File: src/rtl/m3_key_cmd_decoder.sv
`default_nettype none
// ============================================================================
// Module  : m3_key_cmd_decoder
// Brief   : Motor-3 front-panel key synchroniser, debouncer and start/stop/
//           reverse command FSM. Optional auto-reverse via M3_AUTO_REVERSE_EN.
// Revision: 1.0 - initial release
// ============================================================================
module m3_key_cmd_decoder #(
    parameter int DEBOUNCE_N  = 3,
    parameter int STOP_HOLD_N = 50
) (
    input  logic clkI,
    input  logic rstI,
    input  logic tick100hzI,
    input  logic keyStartN,
    input  logic keyStopN,
    input  logic keyInvN,
    input  logic keySpdUpN,
    input  logic keySpdDnN,
    input  logic keyPwrUpN,
    input  logic keyPwrDnN,
    output logic m3startO,
    output logic m3forceStopO,
    output logic m3invRotateO,
    output logic m3speedINCo,
    output logic m3speedDECo,
    output logic m3powerINCo,
    output logic m3powerDECo
);

    localparam int         c_NUM_KEYS = 7;
    localparam int         c_K_START  = 0;
    localparam int         c_K_STOP   = 1;
    localparam int         c_K_INV    = 2;
    localparam int         c_K_SPDUP  = 3;
    localparam int         c_K_SPDDN  = 4;
    localparam int         c_K_PWRUP  = 5;
    localparam int         c_K_PWRDN  = 6;
    localparam logic [3:0] c_DB_N     = 4'(DEBOUNCE_N);
    localparam logic [7:0] c_HOLD_N   = 8'(STOP_HOLD_N);

    typedef enum logic [1:0] {
        S_IDLE = 2'd0,
        S_RUN  = 2'd1,
        S_STOP = 2'd2,
        S_REV  = 2'd3
    } state_t;

    logic [c_NUM_KEYS-1:0] w_rawPressed;
    logic [c_NUM_KEYS-1:0] r_sync1;
    logic [c_NUM_KEYS-1:0] r_sync2;
    logic [3:0]            r_dbCnt [c_NUM_KEYS];
    logic [c_NUM_KEYS-1:0] r_dbKey;
    logic [c_NUM_KEYS-1:0] r_dbKeyD;
    logic [c_NUM_KEYS-1:0] w_press;

    state_t     r_state;
    state_t     w_nextState;
    logic [7:0] r_holdCnt;
    logic [7:0] w_nextHold;
    logic       r_inv;
    logic       w_nextInv;
    logic       w_nextRun;
`ifdef M3_AUTO_REVERSE_EN
    logic       r_pending;
    logic       w_nextPending;
`endif

    // Inverting ahead of the synchroniser makes the reset value (0) mean "released".
    assign w_rawPressed = ~{keyPwrDnN, keyPwrUpN, keySpdDnN, keySpdUpN,
                            keyInvN, keyStopN, keyStartN};

    always_ff @(posedge clkI or posedge rstI) begin
        if (rstI) begin
            r_sync1 <= '0;
            r_sync2 <= '0;
        end else begin
            r_sync1 <= w_rawPressed;
            r_sync2 <= r_sync1;
        end
    end

    always_ff @(posedge clkI or posedge rstI) begin
        if (rstI) begin
            r_dbKey  <= '0;
            r_dbKeyD <= '0;
            for (int k = 0; k < c_NUM_KEYS; k++) begin
                r_dbCnt[k] <= '0;
            end
        end else begin
            r_dbKeyD <= r_dbKey;
            if (tick100hzI) begin
                for (int k = 0; k < c_NUM_KEYS; k++) begin
                    if (r_sync2[k] == r_dbKey[k]) begin
                        r_dbCnt[k] <= '0;
                    end else if (r_dbCnt[k] + 4'd1 == c_DB_N) begin
                        r_dbKey[k] <= ~r_dbKey[k];
                        r_dbCnt[k] <= '0;
                    end else begin
                        r_dbCnt[k] <= r_dbCnt[k] + 4'd1;
                    end
                end
            end
        end
    end

    assign w_press = r_dbKey & ~r_dbKeyD;

    always_comb begin
        w_nextState = r_state;
        w_nextHold  = r_holdCnt;
        w_nextInv   = r_inv;
`ifdef M3_AUTO_REVERSE_EN
        w_nextPending = r_pending;
`endif
        case (r_state)
            S_IDLE: begin
                // A stop press in idle does nothing but still masks inv/start.
                if (!w_press[c_K_STOP]) begin
                    if (w_press[c_K_INV]) begin
                        w_nextInv = ~r_inv;
                    end else if (w_press[c_K_START]) begin
                        w_nextState = S_RUN;
                    end
                end
            end
            S_RUN: begin
                if (w_press[c_K_STOP]) begin
                    w_nextState = S_STOP;
                    w_nextHold  = c_HOLD_N;
`ifdef M3_AUTO_REVERSE_EN
                end else if (w_press[c_K_INV]) begin
                    w_nextState   = S_STOP;
                    w_nextHold    = c_HOLD_N;
                    w_nextPending = 1'b1;
`endif
                end
            end
            S_STOP: begin
`ifdef M3_AUTO_REVERSE_EN
                if (w_press[c_K_STOP]) begin
                    w_nextPending = 1'b0;
                end
`endif
                if (tick100hzI) begin
                    w_nextHold = r_holdCnt - 8'd1;
                    if (r_holdCnt == 8'd1) begin
`ifdef M3_AUTO_REVERSE_EN
                        w_nextState = w_nextPending ? S_REV : S_IDLE;
`else
                        w_nextState = S_IDLE;
`endif
                    end
                end
            end
`ifdef M3_AUTO_REVERSE_EN
            S_REV: begin
                w_nextInv     = ~r_inv;
                w_nextPending = 1'b0;
                w_nextState   = S_RUN;
            end
`endif
            default: begin
                w_nextState = S_IDLE;
            end
        endcase
    end

    assign w_nextRun = (w_nextState == S_RUN);

    always_ff @(posedge clkI or posedge rstI) begin
        if (rstI) begin
            r_state      <= S_IDLE;
            r_holdCnt    <= '0;
            r_inv        <= 1'b0;
            m3startO     <= 1'b0;
            m3forceStopO <= 1'b0;
            m3speedINCo  <= 1'b0;
            m3speedDECo  <= 1'b0;
            m3powerINCo  <= 1'b0;
            m3powerDECo  <= 1'b0;
        end else begin
            r_state      <= w_nextState;
            r_holdCnt    <= w_nextHold;
            r_inv        <= w_nextInv;
            m3startO     <= w_nextRun;
            m3forceStopO <= (w_nextState == S_STOP);
            m3speedINCo  <= w_nextRun & r_dbKey[c_K_SPDUP] & ~r_dbKey[c_K_SPDDN];
            m3speedDECo  <= w_nextRun & r_dbKey[c_K_SPDDN] & ~r_dbKey[c_K_SPDUP];
            m3powerINCo  <= w_nextRun & r_dbKey[c_K_PWRUP] & ~r_dbKey[c_K_PWRDN];
            m3powerDECo  <= w_nextRun & r_dbKey[c_K_PWRDN] & ~r_dbKey[c_K_PWRUP];
        end
    end

`ifdef M3_AUTO_REVERSE_EN
    always_ff @(posedge clkI or posedge rstI) begin
        if (rstI) begin
            r_pending <= 1'b0;
        end else begin
            r_pending <= w_nextPending;
        end
    end
`endif

    assign m3invRotateO = r_inv;

endmodule
`default_nettype wire
File: config.mk
export PLATFORM = sky130hd
export DESIGN_NAME = m3_key_cmd_decoder
export DESIGN_NICKNAME = d
export VERILOG_FILES = /design/src/rtl/m3_key_cmd_decoder.sv
export SDC_FILE = /design/constraint.sdc
export NUM_CORES = 1
export LEC_CHECK = 0
export BUFFER_PORTS_ARGS = -buffer_cell sky130_fd_sc_hd__buf_2
export CAP_MARGIN = 20
export CORE_ASPECT_RATIO = 1.1
export CORE_MARGIN = 2
export CORE_UTILIZATION = 50
export CTS_CLUSTER_SIZE = 8
export DETAILED_ROUTE_END_ITERATION = 10
export HOLD_SLACK_MARGIN = 0.15
export MAX_ROUTING_LAYER = met4
export PLACE_DENSITY = 0.71
export SYNTH_ARGS = -nofsm -noshare
export SYNTH_HDL_FRONTEND = slang
export SYNTH_SLANG_ARGS = --single-unit
File: constraint.sdc
create_clock -name clkI -period 2.5 [get_ports clkI]
set_input_delay 0.375 -clock clkI [delete_from_list [all_inputs] [get_ports clkI]]
set_output_delay 0.375 -clock clkI [all_outputs]
set_load 0.01 [all_outputs]
==> results.cfg, run 1 <==
[setup_path]
critical_path.cell_chain = and4bb_2, o21ai_2, o31a_1, or3_1
slowest_stage = and4bb_2
r2r_start = r_state[1]
worst_ep_required_time_ns = 2.71
crit_arrival_ns = 1.88
cp_max_fo = 13
r2r_slack_ns = 0.84
reg2reg_depth = 4
reg2reg_to = r_holdCnt[5]
slowest_delay_ns = 0.47
start_kind = flop
end_kind = flop
critPathKind = reg2reg

[clocking]
cts.sinks = 69
ctsHoldBuffers = 1
cts_tree = built
cts_resized = 0
cts.path.max_buffers = 2
htree_levels = 3
cts_inserted_buffers = 9
clk_pin_slew_ns = 0.07
cts_root_buffer = clkbuf_8
post_cts_buffers = 0
clkLatencyLatePin_ns = 0.33

[sta]
period_share = 0.666
slew_viol_final = 0
worst_pin_slew_ns = 0.389
slew_headroom = 0.741
whs_ns = 0.176
grt_setup_unrepaired = false
skew_ns = 0.00607
finalHoldViolCount = 0
tns_ns = 0
fin_crit_ns = 1.66
setup_viol = 0
max_clock_freq_mhz = 601

[final_layout]
nFillCells = 564
num_antenna_cells = 0
nNetsFinal = 360
drive_gt1_frac = 0.145
synthToLayoutAreaGrowth_pct = 11.2
layout_common_cells = dfrtp_1, inv_1, o21ai_0
final_core_util = 0.568
final_common_cell = dfrtp_1

[flow_run]
drv_cap = 0

[power_and_ir_drop]
vdd_ir_drop_max_mv = 0.429
seqPwrFrac = 0.474
combinationalPowerShare = 0.295
power_frac_clock = 0.230
power.switching_uw = 1320
power_density_nw_per_um2 = 1030
total_leakage_power_uw = 0.00176
p_sw_frac = 0.347
internal_power_uw = 2490

[hold_path]
min-delay-start = keyPwrUpN
hold_class = in2reg
worstHoldPathCells = 2
holdPathEnd = r_sync1[5]

[floorplan]
die_area_um2 = 7330
die_w_um = 81.8
start_util = 0.511
io_pins = 17
fp.dieH_um = 89.6
rows = 31
core_um2 = 6520

[synthesis]
synth_cell_type_count = 40
netlist_area_um2 = 3330
avgSynthCellArea_um2 = 10.7
async_reset_ff_frac = 1.00
netlist_instances = 312
ys_seq_area_frac = 0.519
synth_seq_cells = 69
yosys_most_used_dff = dfrtp_1
syn_nets = 338
synth-edff-count = 0
yosys_warnings = 0

[route]
drt_iter0_drc = 125
drt_pass1_iterations = 4
drc = 0
wl_per_cell_um = 12.9
drtAntennaViolNets = 0
via_per_inst = 5.39
routed_wl_um = 5450
vias = 2270

[global_route]
grt_pass1_wl_um = 9370
antenna_found_initial = 0
grt_overflow = 0
grt_max_degree = 70
grt_pass1_vias = 2184
grt_usage = 0.174

[status]
status = finished, final reports clean

[placement]
gp_congestion = 0.764
hpwl_um = 3650
io_buffers = 16
power by group through the flow:
stage / combinational, uW / clock (uW) / sequential, uW
2_1_floorplan: 915 / 0 / 1740
3_3_place_gp: 1090 / 0 / 1800
3_5_place_dp: 1130 / 0 / 1820
4_1_cts: 1140 / 906 / 1810
5_1_grt: 1290 / 953 / 1880
6_report: 1120 / 878 / 1810
cells by family (layout without fill, tap and decap cells):
group                    count (synthesis)  after routing  share of synthesized area
AO/OA/AOI/OAI                           67             67                      0.136
XOR/XNOR                                12             12                     0.0316
adder cells (fa/ha/maj)                 16             16                     0.0601
buffers and inverters                   37             64                     0.0440
flip-flops                              69             69                      0.519
multiplexers                            13             13                     0.0417
AND/OR/NAND/NOR                         98             98                      0.167
routing by layer:
metal / GRT usage / routed length [um] / share of wire
met1: 0.205 / 2590 / 0.48
met2: 0.282 / 2600 / 0.48
met3: 0.0420 / 138 / 0.025
met4: 0.0788 / 113 / 0.021
met5: - / 0 / 0
how the worst max path moves through the flow:
stage / startpoint / endpoint / slack (ns)
after global placement: tick100hzI / r_dbKey[3] / 0.87
after global routing: r_state[1] / r_holdCnt[5] / 0.76
after floorplan: rstI / m3forceStopO / 0.39
after detailed placement: tick100hzI / r_dbKey[3] / 0.80
after CTS: r_state[1] / r_holdCnt[5] / 0.83
final: r_state[1] / r_holdCnt[5] / 0.84
worst max-delay path: cells and delay by family (launching register included):
| family | cells | cell delay, ns |
|---|---|---|
| and+or+nand+nor | 2 | 0.77 |
| DFF | 1 | 0.41 |
| AOI/OAI and AO/OA | 2 | 0.37 |
synth_stat cells, types with 2 or more instances:
library cell | count | share of area
dfrtp_1 | 69 | 0.52
inv_1 | 29 | 0.033
o21ai_0 | 27 | 0.041
nand2_1 | 20 | 0.023
nand2b_1 | 17 | 0.032
ha_1 | 16 | 0.060
a21o_1 | 8 | 0.018
nand3_1 | 8 | 0.012
xnor2_1 | 8 | 0.021
and3_1 | 7 | 0.013
mux2_2 | 7 | 0.024
nor2_1 | 7 | 0.0079
nor3_1 | 7 | 0.011
o22ai_1 | 7 | 0.013
mux2i_1 | 6 | 0.018
nand3b_1 | 6 | 0.014
a21bo_2 | 5 | 0.015
a41o_1 | 5 | 0.015
or2b_1 | 5 | 0.011
clkbuf_1 | 4 | 0.0045
nor3b_1 | 4 | 0.0090
nor4_1 | 4 | 0.0075
or3_1 | 4 | 0.0075
xor2_1 | 4 | 0.011
buf_2 | 3 | 0.0045
nor2b_1 | 3 | 0.0056
o31ai_1 | 3 | 0.0068
a21oi_1 | 2 | 0.0030
and3b_1 | 2 | 0.0053
nand4_1 | 2 | 0.0038
o21ai_2 | 2 | 0.0053
o31a_1 | 2 | 0.0053
o32ai_1 | 2 | 0.0053
state kept, by name (all words and copies together), names as in the netlist:
register      count
m3forceStopO      1
m3invRotateO      1
m3powerDECo       1
m3powerINCo       1
m3speedDECo       1
m3speedINCo       1
m3startO          1
r_dbCnt          28
r_dbKey           7
r_dbKeyD          3
r_holdCnt         8
r_state           2
r_sync1           7
r_sync2           7
final cells by class:
type | count | area [um^2] | share of cell area
tap | 82 | 103 | 0.0277
inverter | 29 | 109 | 0.0294
timing repair buffer | 19 | 118 | 0.0318
clock inverter | 5 | 50.0 | 0.0135
multi-input combinational | 206 | 1460 | 0.393
sequential | 69 | 1730 | 0.466
clock buffer | 11 | 141 | 0.0382
through the flow:
stage                     setup WS (ns)  cells  total power [uW]  area [um^2]
final                             0.835    421              3810         3700
after CTS                         0.829    421              3850         3700
after global routing              0.758    421              4120         3700
after global placement            0.873    404              2890         3500
after detailed placement          0.801    404              2950         3500
after floorplan                   0.385    312              2660         3330
Note: power is estimated with default switching activity, not from simulation.
==> run 2, diff against run 1 <==
Settings changed: PLACE_DENSITY 0.71 to 0.74.
Clock period 2.5 ns to 1.5 ns, I/O delays scaled along.
==> run 2 against run 1 <==
  * The flow now finishes with violations (negative setup slack)
  * Routed wire length is 15% higher
  * Global-route usage is 2.1 points higher
  * Sequential cell count unchanged
  * Register-to-register slack lost 0.85 ns
  * Maximum frequency rose by 9.7%
  * Cell area increased by 11%
==> results.cfg, run 2 (synthesis gave the netlist of run 1 again) <==
[final_layout]
layout_common_cells = dfrtp_1, buf_4, o21ai_0, inv_1, nand2_1
seq_area_um2 = 1730
final_common_cell = dfrtp_1
largest_reg_flops = 28
nFillCells = 512
synthToLayoutAreaGrowth_pct = 24.0
top_register = r_dbCnt
reg_top3 = r_dbCnt: 28 flops, r_holdCnt: 8 flops
drive_gt1_frac = 0.267
stdcell_count = 456
num_antenna_cells = 0
nNetsFinal = 395
multi_input_area_um2 = 1560

[sta]
period_share = 1.01
grt_setup_unrepaired = true
slew_headroom = 0.756
max_clock_freq_mhz = 659
finalHoldViolCount = 0
tns_ns = -0.0218
setup_viol = 2
timing.final.ws_setup_ns = -0.0172
skew_ns = 0.0129
whs_ns = 0.346
fin_crit_ns = 1.52
slew_viol_final = 0
worst_pin_slew_ns = 0.363

[setup_path]
critPathKind = reg2reg
reg2reg_depth = 5
worst_ep_required_time_ns = 1.74
start_kind = flop
r2r_slack_ns = -0.02
end_kind = flop
r2r_start = r_dbCnt[12]
cp_max_fo = 4
crit_arrival_ns = 1.76
reg2reg_to = r_dbKey[3]

[floorplan]
rows = 31
die_area_um2 = 7330
io_pins = 17
start_util = 0.511
die_w_um = 81.8
fp.dieH_um = 89.6
core_um2 = 6520

[hold_path]
worstHoldPathCells = 0
holdPathEnd = r_sync2[3]
min-delay-start = r_sync1[3]
hold_class = reg2reg

[route]
drt_iter0_drc = 142
dr_wl_met3_um = 120
drc = 0
vias = 2457
routed_wl_um = 6250
via_per_inst = 5.39
wl_per_cell_um = 13.7
wl_met1_um = 2710
dr.max_layer_used = met4
drt_pass1_iterations = 4
drtAntennaViolNets = 0
dr_wl_met2_um = 3260

[global_route]
grt_pass1_wl_um = 10500
grt_max_degree = 70
antenna_found_initial = 0
grt_overflow = 0
grt_usage = 0.194
grt_pass1_vias = 2391

[clocking]
cts_root_buffer = clkbuf_8
cts.path.max_buffers = 2
clk_pin_slew_ns = 0.08
cts.sinks = 69
clkLatencyLatePin_ns = 0.35
cts_inserted_buffers = 9
cts_tree = built
htree_levels = 3

[power_and_ir_drop]
vdd_ir_drop_max_mv = 0.715
total_leakage_power_uw = 0.00191
power_density_nw_per_um2 = 1740
power.total_uw = 7180

[placement]
gp_congestion = 0.808
hpwl_um = 3960
pre_cts_ws_ns = -0.103
dp.cells = 421
io_buffers = 16

[status]
violations = negative setup slack
status = finished with violations

[flow_run]
drv_cap = 0
## run 2: cell types whose count changed in the layout (fill, tap and decap cells not counted), sizes merged
cell / change
clkinv: -2
bufinv: +1
dlygate4sd3: +7
inv: -1
buf: +28
clkinvlp: +2
## run 2: area by class of cell
type | count | area share
Multi-Input combinational cell | 206 | 0.378
Clock buffer | 11 | 0.0318
Sequential cell | 69 | 0.420
Timing Repair Buffer | 54 | 0.0973
Inverter | 29 | 0.0273
Clock inverter | 5 | 0.0206
Tap cell | 82 | 0.0249
## run 2: critical path: stages, from the launching register on
cell and delay (ns):
dfrtp_2 0.45, inv_2 0.07, ha_2 0.19, nand4_1 0.13, o22ai_1 0.21, mux2_2 0.36
## run 2: metrics by stage
step                      cell area (um^2)  utilization
after global routing                  4130        0.633
after global placement                3630        0.557
after CTS                             3970        0.609
after detailed placement              3630        0.557
after floorplan                       3330            -
final                                 4130        0.633
## run 2: per-layer routing
metal  track usage  vias up
met2         0.313       28
li1              -     1201
met3        0.0320       16
met1         0.232     1212
met4         0.109        0
met5             -        -
## run 2: repair_timing
item | 4_1_cts | 5_1_grt
pin swaps | 6 | 12
buffers inserted | 3 | 8
hold endpoints to repair | 76 | 0
resized for setup | 5 | 24
setup endpoints to repair | 6 | 14
hold buffers | 8 | 0
## run 2: how the worst max path moves through the flow
stage                  endpoint  depth (start not counted)         from
global route         r_dbKey[6]                          5   r_dbCnt[1]
detailed placement   r_dbKey[3]                          5  r_dbCnt[12]
CTS                 r_dbCnt[12]                          5  r_dbCnt[12]
floorplan            r_dbKey[6]                          5   r_dbCnt[0]
global placement     r_dbKey[6]                          5   r_dbCnt[1]
finish               r_dbKey[3]                          5  r_dbCnt[12]
## run 2: report_power, final
group / switching, uW / internal (uW)
registers: 589 / 2430
clock network: 728 / 943
logic: 1160 / 1320
==> run 3, diff against run 2 <==
Settings changed: CTS_CLUSTER_DIAMETER from default to 40, PLACE_DENSITY 0.74 to 0.71.
Clock period 1.5 ns to 1.6 ns, I/O delays scaled along.
==> run 3 against run 2 <==
  * Clock power fell by 29%
  * Via count fell by 6.2%
  * Critical endpoint is now r_dbKey[6]
  * Cell area decreased by 7.2%
  * Non-clock buffer count is 22 lower
  * Sequential power down 6%
  * Core utilization fell by 4.6 points
  * Register-to-register slack improved by 0.08 ns
  * The flow now finishes without violations
  * Combinational power is 26% lower
==> results.cfg, run 3 (synthesis gave the netlist of run 1 again) <==
[status]
status = finished, final reports clean

[power_and_ir_drop]
power_density_nw_per_um2 = 1530
combinationalPowerShare = 0.315
total_leakage_power_uw = 0.00179
vdd_ir_drop_max_mv = 0.665
power.total_uw = 5870
seqPwrFrac = 0.482
internal_power_uw = 3810
p_sw_frac = 0.351
power_frac_clock = 0.203
power.switching_uw = 2060

[global_route]
grt_pass1_wl_um = 9740
grtUsageMet3 = 0.0420
grt_overflow = 0
antenna_found_initial = 0
grt_busiest_layer = met2
grt_pass1_vias = 2238
grtUsageMet1 = 0.218
grt_max_degree = 70
grtUsageMet2 = 0.292
grt_usage = 0.183

[final_layout]
num_antenna_cells = 0
layout_common_cells = dfrtp_1, inv_1, o21ai_0
drive_gt1_frac = 0.177
final_common_cell = dfrtp_1
final_core_util = 0.587
nNetsFinal = 373
synthToLayoutAreaGrowth_pct = 15.0
top_register = r_dbCnt
largest_reg_flops = 28
nFillCells = 562
reg_top3 = r_dbCnt: 28 flops, r_holdCnt: 8 flops

[setup_path]
slowest_delay_ns = 0.41
worst_ep_required_time_ns = 1.83
cpLargestDelayFamily = simple AND/OR/NAND/NOR gates
start_kind = flop
critPathKind = reg2reg
cp_max_fo = 5
reg2reg_to = r_dbKey[6]
reg2reg_depth = 5
slowest_stage = dfrtp_1
crit_arrival_ns = 1.77
end_kind = flop
critical_path.cell_chain = ha_2, or3_1, o31ai_1, nand3_1, mux2_2
r2r_slack_ns = 0.06
path_buf_inv = 0
r2r_start = r_dbCnt[0]

[clocking]
clk_pin_slew_ns = 0.06
cts_tree = built
cts.sinks = 69
cts_root_buffer = clkbuf_8
cts_inserted_buffers = 9
clkLatencyLatePin_ns = 0.34
cts.path.max_buffers = 2
htree_levels = 3

[placement]
gp_congestion = 0.764
io_buffers = 16
pre_cts_ws_ns = 0.0367
hpwl_um = 3840

[floorplan]
core_um2 = 6520
die_w_um = 81.8
start_util = 0.511
die_area_um2 = 7330
fp.dieH_um = 89.6
rows = 31
io_pins = 17

[route]
drt_iter0_drc = 107
routed_wl_um = 5610
vias = 2304
via_per_inst = 5.32
drt_pass1_iterations = 4
drtAntennaViolNets = 0
drc = 0
wl_per_cell_um = 12.9

[sta]
slew_headroom = 0.739
period_share = 0.964
worst_pin_slew_ns = 0.388
grt_setup_unrepaired = true
fin_crit_ns = 1.54
finalHoldViolCount = 0
slew_viol_final = 0
whs_ns = 0.348
skew_ns = 0.00551
setup_viol = 0
timing.final.ws_setup_ns = 0.0582
max_clock_freq_mhz = 649

[flow_run]
drv_cap = 0

[hold_path]
holdPathEnd = r_sync2[2]
worstHoldPathCells = 0
hold_class = reg2reg
min-delay-start = r_sync1[2]
==> run 3: cell types whose count changed in the layout (fill, tap and decap cells not counted), moves of 2 or more <==
cell / before / now
bufinv_16: 2 / 0
clkinv_2: 0 / 2
ha_1: 8 / 14
nor3_2: 3 / 1
clkinv_4: 2 / 0
dfrtp_2: 6 / 4
nor3_1: 4 / 6
dfrtp_1: 63 / 65
ha_4: 3 / 0
buf_4: 28 / 7
ha_2: 5 / 2
==> run 3: worst max path at each step <==
stage,from,end,slack [ns],cells past startpoint
floorplan,r_dbCnt[0],r_dbKey[6],0.11,5
global route,r_dbCnt[0],r_dbKey[6],-0.02,5
global placement,r_dbCnt[0],r_dbKey[6],0.07,5
CTS,r_dbCnt[1],r_dbKey[6],0.03,5
finish,r_dbCnt[0],r_dbKey[6],0.06,5
detailed placement,r_dbCnt[21],r_dbKey[1],0.04,5
==> run 3: per-stage QoR <==
step	area [um^2]	instances	TNS (ns)
6_report	3830	433	0
5_1_grt	3830	433	-0.0270
4_1_cts	3780	432	0
3_5_place_dp	3540	409	0
3_3_place_gp	3540	409	0
2_1_floorplan	3330	312	0
==> run 3: final cells by class <==
type	count	area, um^2	share of cell area
inverters	29	113	0.0294
clock buffers	13	149	0.0389
well taps	82	103	0.0268
repair buffers	32	233	0.0608
clock inverters	2	10.0	0.00262
multi-input cells	206	1490	0.389
flip-flops and latches	69	1730	0.452
==> run 3: power groups by stage <==
stage | clock network [uW] | logic [uW] | registers, uW
6_report | 1190 | 1850 | 2830
5_1_grt | 1310 | 2150 | 2920
4_1_cts | 1230 | 1810 | 2820
3_5_place_dp | 0 | 1790 | 2850
3_3_place_gp | 0 | 1720 | 2810
2_1_floorplan | 0 | 1430 | 2730
==> run 3: repair_timing <==
item                                    4_1_cts  5_1_grt
resized for setup                             0       12
buffers inserted                              0        1
endpoints found under the hold margin        76        0
hold buffers                                  8        0
endpoints found under the setup margin        0        9
==> run 3: routing by layer <==
| metal | routed length [um] | part of all wire |
|---|---|---|
| met1 | 2530 | 0.45 |
| met3 | 158 | 0.028 |
| met5 | 0 | 0 |
| met4 | 108 | 0.019 |
| met2 | 2810 | 0.50 |
